**config.mk**
```make
export PLATFORM = sky130hd
export DESIGN_NAME = bus_capture_sync
export DESIGN_NICKNAME = d
export VERILOG_FILES = /design/src/rtl/bus_capture_sync.sv
export SDC_FILE = /design/constraint.sdc
export NUM_CORES = 1
export LEC_CHECK = 0
export ABC_AREA = 1
export CAP_MARGIN = 20
export CORE_MARGIN = 2
export CORE_UTILIZATION = 55
export DETAILED_ROUTE_END_ITERATION = 6
export DONT_BUFFER_PORTS = 1
export PLACE_DENSITY = 0.72
export SYNTH_ARGS = -nofsm -noshare
export SYNTH_HDL_FRONTEND = slang
export SYNTH_SLANG_ARGS = --single-unit
```
**constraint.sdc**
```tcl
create_clock -name CLK -period 3.4 [get_ports CLK]
set_clock_uncertainty 0.05 [all_clocks]
set_input_delay 0.68 -clock CLK [delete_from_list [all_inputs] [get_ports CLK]]
set_output_delay 0.68 -clock CLK [all_outputs]
set_load 0.01 [all_outputs]
```
**src/rtl/bus_capture_sync.sv**
```systemverilog
// rtl/bus_capture_sync.sv - captures a quasi-static bus on synchronized enable events behind a valid/ready holding register
module bus_capture_sync #(
    parameter int BUS_WIDTH   = 8,
    parameter int TOGGLE_MODE = 0,
    parameter int CNT_WIDTH   = 8
) (
    input  logic                 CLK,
    input  logic                 RST,
    input  logic                 EN_SYNC,
    input  logic [BUS_WIDTH-1:0] UNSYNC_BUS,
    input  logic                 DATA_READY,
    input  logic                 OVERRUN_CLR,
    output logic [BUS_WIDTH-1:0] SYNC_BUS,
    output logic                 DATA_VALID,
    output logic                 OVERRUN,
    output logic [CNT_WIDTH-1:0] ACCEPT_CNT
);

    typedef enum logic {
        EMPTY = 1'b0,
        FULL  = 1'b1
    } state_t;

    state_t state_q;
    state_t state_d;

    logic en_q;
    logic primed;
    logic edge_seen;
    logic event_det;
    logic capture;
    logic drop;

    // Event detection; suppressed until en_q holds a real previous sample,
    // so a level already high at reset release is never mistaken for an edge.
    always_comb begin
        edge_seen = 1'b0;
        if (TOGGLE_MODE != 0) begin
            edge_seen = EN_SYNC ^ en_q;
        end else begin
            edge_seen = EN_SYNC & ~en_q;
        end
        event_det = primed & edge_seen;
    end

    // Holding register next-state: decides capture, drop or drain for this edge.
    always_comb begin
        state_d = state_q;
        capture = 1'b0;
        drop    = 1'b0;
        case (state_q)
            EMPTY: begin
                if (event_det) begin
                    capture = 1'b1;
                    state_d = FULL;
                end
            end
            FULL: begin
                if (DATA_READY) begin
                    if (event_det) begin
                        capture = 1'b1;
                    end else begin
                        state_d = EMPTY;
                    end
                end else if (event_det) begin
                    drop = 1'b1;
                end
            end
            default: begin
                state_d = EMPTY;
            end
        endcase
    end

    // State, captured word, counter and sticky overrun; reset beats everything.
    always_ff @(posedge CLK) begin
        if (RST) begin
            state_q    <= EMPTY;
            en_q       <= 1'b0;
            primed     <= 1'b0;
            SYNC_BUS   <= '0;
            OVERRUN    <= 1'b0;
            ACCEPT_CNT <= '0;
        end else begin
            state_q <= state_d;
            en_q    <= EN_SYNC;
            primed  <= 1'b1;
            if (capture) begin
                SYNC_BUS   <= UNSYNC_BUS;
                ACCEPT_CNT <= ACCEPT_CNT + CNT_WIDTH'(1);
            end
            if (drop) begin
                OVERRUN <= 1'b1;
            end else if (OVERRUN_CLR) begin
                OVERRUN <= 1'b0;
            end
        end
    end

    assign DATA_VALID = (state_q == FULL);

endmodule

```
Yosys cells after proc, flatten, opt, wreduce, memory -nomap -nowiden
Cells that the tools add are included.

cells by class
  $add $sub $neg = 1
  muxes and demuxes = 10
  bitwise logic cells = 4
  reductions and logical operators = 1

operators by type and width
  kind                 count
  $add 8x1->8 const B  1
  $mux 1               8
  $pmux 1 s2           2
  $and 1x1->1          2
  $not 1->1            2
  $reduce_bool 2->1    1

word-level totals
  flip-flop bits (word level) = 20
  input port bits = 13
  output and inout port bits = 18

Logic depth before layout (Yosys ltp)
  word-level depth = 7
  mapped depth = 7
  depth with buffers taken out = 7

Worst setup path before layout
OpenSTA, ideal clock, no wires.

  path kind = input port to flip-flop
  start point = in EN_SYNC
  end point = reg SYNC_BUS[5]
  arrival = 1.205 ns
  data required time = 3.234 ns
  setup slack = 2.030 ns
  stages on the path = 6
  path buffers = 1
  cell sequence = nand2_1 nor2_2 nand2_2 buf_6 o21ai_0 nor2_1

on the way
  cells in the longest elaborated chain, start to end = 5

RTL lines
  what                  line    text
  start, declared       9       input logic EN_SYNC,
  $and 1x1->1 *         41      edge_seen = EN_SYNC & ~en_q;
  $and 1x1->1 *         43      event_det = primed & edge_seen;
  $mux 1 *              53, 60
  $mux 1                59      if (DATA_READY) begin
  $pmux 1 s2 *          51      case (state_q)
  end signal, assigned  81      SYNC_BUS <= '0;
  end signal, assigned  89      SYNC_BUS <= UNSYNC_BUS;
  end, declared         13      output logic [BUS_WIDTH-1:0] SYNC_BUS,

Every way passes the cells marked *; elsewhere a longest branch is shown, timed or not.
A chain may end at the register's enable or synchronous reset.

Final worst setup path
  start point = reg ACCEPT_CNT[2]
  end point = out ACCEPT_CNT[2]

RTL lines
  what                    line  text
  start, declared         16    output logic [CNT_WIDTH-1:0] ACCEPT_CNT
  start signal, assigned  90    ACCEPT_CNT <= ACCEPT_CNT + CNT_WIDTH'(1);

No word-level cell between the ends.

==> results summary <==
The maximum resistive drop on vdd came out at 0.3304 mV. For this configuration, the core starts out at a cell density of 58.40%. For the worst setup path, the data required time is 2670 ps.

The number of global-route vias before repair came to 638. Dividing the detail-routed via count by the number of cells gives 5.126. The top cell types in the final layout, fill and taps aside, are 27 x sky130_fd_sc_hd__nor2_1, 20 x sky130_fd_sc_hd__dfxtp_1, 19 x sky130_fd_sc_hd__inv_1, 18 x sky130_fd_sc_hd__nand2_1, 6 x sky130_fd_sc_hd__o21ai_1. The DRC violation count after routing came out at 0. The sort of element at the end of the critical path is an output port. Before antenna repair, the detailed router went through 4 iterations.

The worst path meets setup with 1896 ps of slack. The area share of the leading cell type in the synthesized netlist is 46.04%. The internal reg-to-reg setup slack came out at 2040 ps.

The worst setup path is of the flip-flop to output port kind. The relative contribution of sequential cells to total power is 60.8%. The antenna cell count is 0. The instance count on the critical path came out at 0. The total negative setup slack is 0 ps.

The number of design-rule violations left by the first detailed-router iteration is 14. Overall power consumption after layout is estimated at 419.8 uW. Setup repair after global routing left no endpoint under its margin. The end of the worst register-to-register path is ACCEPT_CNT[6]. The path depth of the worst reg2reg path is 7. The static leakage came out at 0.3925 nW. The CTS tree is built. The global placement routability congestion came out at 0.7467.

After layout, the worst path uses 44.23% of the clock period. Setup violations remaining at the end of the flow were counted as 0. The post-CTS resize count came out at 0. The total internal power came out at 319.4 uW.

The clock network power share came out at 32.3%. The mean cell area of the mapped netlist came out at 7.369 um^2. The detailed router placed 692 vias in this run. The slew of the pin with the lowest slew margin is 451.5 ps. The total area inside the core boundary comes to 1489 um^2. The number of standard-cell rows in the floorplan is 14. The largest driver fanout on the critical path came out at 5. Relative to the synthesized area, the layout overhead comes to 3.309%. The number of H-tree levels came out at 1. After clock tree synthesis, the clock-pin slew on the worst setup and hold paths is 110 ps.

After detailed routing, the average wire length per cell comes to 11.10 um. The biggest area contributor in the post-synthesis netlist is sky130_fd_sc_hd__dfxtp_1. The area enclosed by the die boundary came out at 1915 um^2. The number of nets in the synthesized netlist is 132. After legalization and detailed placement, the total HPWL measured 1097 um. At the later pin of the worst-skew pair, clock insertion delay measures 300 ps. The placed standard-cell area came out at 862.1 um^2.

In this run the critical register-to-register path is launched from ACCEPT_CNT[1]. The aggregate global-route resource usage is 17.74%. Counting instances, the worst hold path has a depth of 1. In this run the deepest clock path goes through 2 buffers. Entering global routing, the biggest net connects 19 pins. The total number of yosys warnings is 0.

The critical path ends at ACCEPT_CNT[2]. The buffer cell driving the clock tree root is sky130_fd_sc_hd__clkbuf_4. The post-placement setup slack came out at 1783 ps. The min-delay analysis places its worst path in the category input pin to flip-flop. CTS saw 20 sinks.

The instance count of the mapped netlist came out at 118. The number of buffers created by CTS is 3. The final number of max-transition violations came to 0. The portion of the post-synthesis area used by sequential elements came out at 46.04%. The total congestion overflow after global routing came out at 0. After synthesis, the cell types taking the most area are sky130_fd_sc_hd__dfxtp_1 46%, sky130_fd_sc_hd__nor2_1 12%, sky130_fd_sc_hd__inv_1 8.2%. After routing the design area is 898.4 um^2. The share of total power consumed by net switching came out at 23.91%. The most common cell after layout, fill and taps aside is sky130_fd_sc_hd__nor2_1. The combinational fraction of design power came out at 6.9%. In this run the remaining antenna-violating nets after routing total 0.

STA classifies the critical path startpoint as a flip-flop. The worst slew margin relative to its limit came out at 69.83%. The reported net switching power is 100.4 uW. The reported max-cap violation count is 0.

After clock tree synthesis, the setup repair step added 0 buffers. After synthesis the cells add up to 869.6 um^2. The total of flip-flops plus latches after synthesis came out at 20. The port buffer count is 0. The count of final hold-check violations came out at 0.

The post-route netlist has 10.08% of its cells at a drive strength greater than 1. The arrival time at the worst endpoint is 770 ps. The number of antenna violations at the first check in global routing came out at 0. In this run, post-CTS hold repair placed 0 buffers. After the last flow step, the layout net total stands at 134. The highest attainable clock frequency came out at 0.6650 GHz. The total power density per cell area is 467.3 nW/um^2. The number of I/O pins came out at 31. The launching element of the worst setup path is ACCEPT_CNT[2].

The first global-routing pass estimated 2484 um of wire. The shortest clock period the worst path allows after layout came out at 1504 ps. The floorplan step set the die width to 43.76 um. The number of unique standard cell types used by synthesis is 19. The flow ran to the end, and the final reports show no timing, DRC or antenna violations.

The final wirelength is 1499 um. The y dimension of the die came out at 43.76 um.
[worst min-delay path by stage]
stage	slack [ps]	to	from
after floorplan	430	OVERRUN	OVERRUN
after global placement	440	OVERRUN	OVERRUN
after detailed placement	460	OVERRUN	OVERRUN
after CTS	370	DATA_VALID	RST
after global routing	370	DATA_VALID	RST
final	380	OVERRUN	RST
[cell usage after synthesis]
| cell | n |
|---|---|
| sky130_fd_sc_hd__dfxtp_1 | 20 |
| sky130_fd_sc_hd__buf_6 | 2 |
| sky130_fd_sc_hd__nor2_4 | 2 |
| sky130_fd_sc_hd__buf_2 | 1 |
| sky130_fd_sc_hd__nand2_1 | 18 |
| sky130_fd_sc_hd__nor3_2 | 1 |
| sky130_fd_sc_hd__a21oi_1 | 3 |
| sky130_fd_sc_hd__nand3_2 | 1 |
| sky130_fd_sc_hd__nand2_4 | 1 |
| sky130_fd_sc_hd__nor2_2 | 1 |
| sky130_fd_sc_hd__nand4_1 | 3 |
| sky130_fd_sc_hd__nor2_1 | 27 |
| sky130_fd_sc_hd__o21ai_0 | 5 |
| sky130_fd_sc_hd__nand2_2 | 1 |
| sky130_fd_sc_hd__a21oi_2 | 1 |
| sky130_fd_sc_hd__o21ai_1 | 6 |
| sky130_fd_sc_hd__ha_1 | 1 |
| sky130_fd_sc_hd__inv_1 | 19 |
| sky130_fd_sc_hd__nand3_1 | 5 |
[power by group through the flow]
stage | clock, mW | sequential (mW) | combinational [mW]
floorplan | 0 | 0.259 | 0.0278
global placement | 0 | 0.260 | 0.0280
detailed placement | 0 | 0.261 | 0.0291
CTS | 0.139 | 0.255 | 0.0292
global route | 0.147 | 0.257 | 0.0351
finish | 0.136 | 0.255 | 0.0289
[metal layers]
metal | vias to the layer above | global-route usage [%] | routed length, um
met5 | - | 0 | 0
met4 | 0 | 13.94 | 39
met3 | 5 | 5.833 | 101
met2 | 22 | 27.06 | 656
met1 | 301 | 20.16 | 702
li1 | 364 | - | -
[state kept, by name (all words and copies together), names as in the netlist]
signal / cells
ACCEPT_CNT: 8
DATA_VALID: 1
OVERRUN: 1
SYNC_BUS: 8
en_q: 1
primed: 1
[stage by stage]
| stage | util (%) | hold slack, ps | cells |
|---|---|---|---|
| finish | 60.34 | 383.7 | 135 |
| global route | 60.34 | 365.7 | 135 |
| CTS | 60.34 | 372.7 | 135 |
| detailed placement | 57.90 | 457.7 | 131 |
| global placement | 57.90 | 442.4 | 131 |
| floorplan | - | 431.1 | 118 |
[kinds of logic after synthesis]
family / share of synthesized area (%)
buf+inv: 11.37
compound gates: 9.064
simple gates: 32.09
flops: 46.04
fa+ha+maj: 1.439
[cell type report]
cell class / count / area [um^2]
clock buffer: 4 / 36.28
sequential: 20 / 400.4
inverter: 19 / 71.32
fill: 140 / 590.6
multi-input combinational: 76 / 370.4
tap: 16 / 20.02
(Power assumes the default switching activity.)
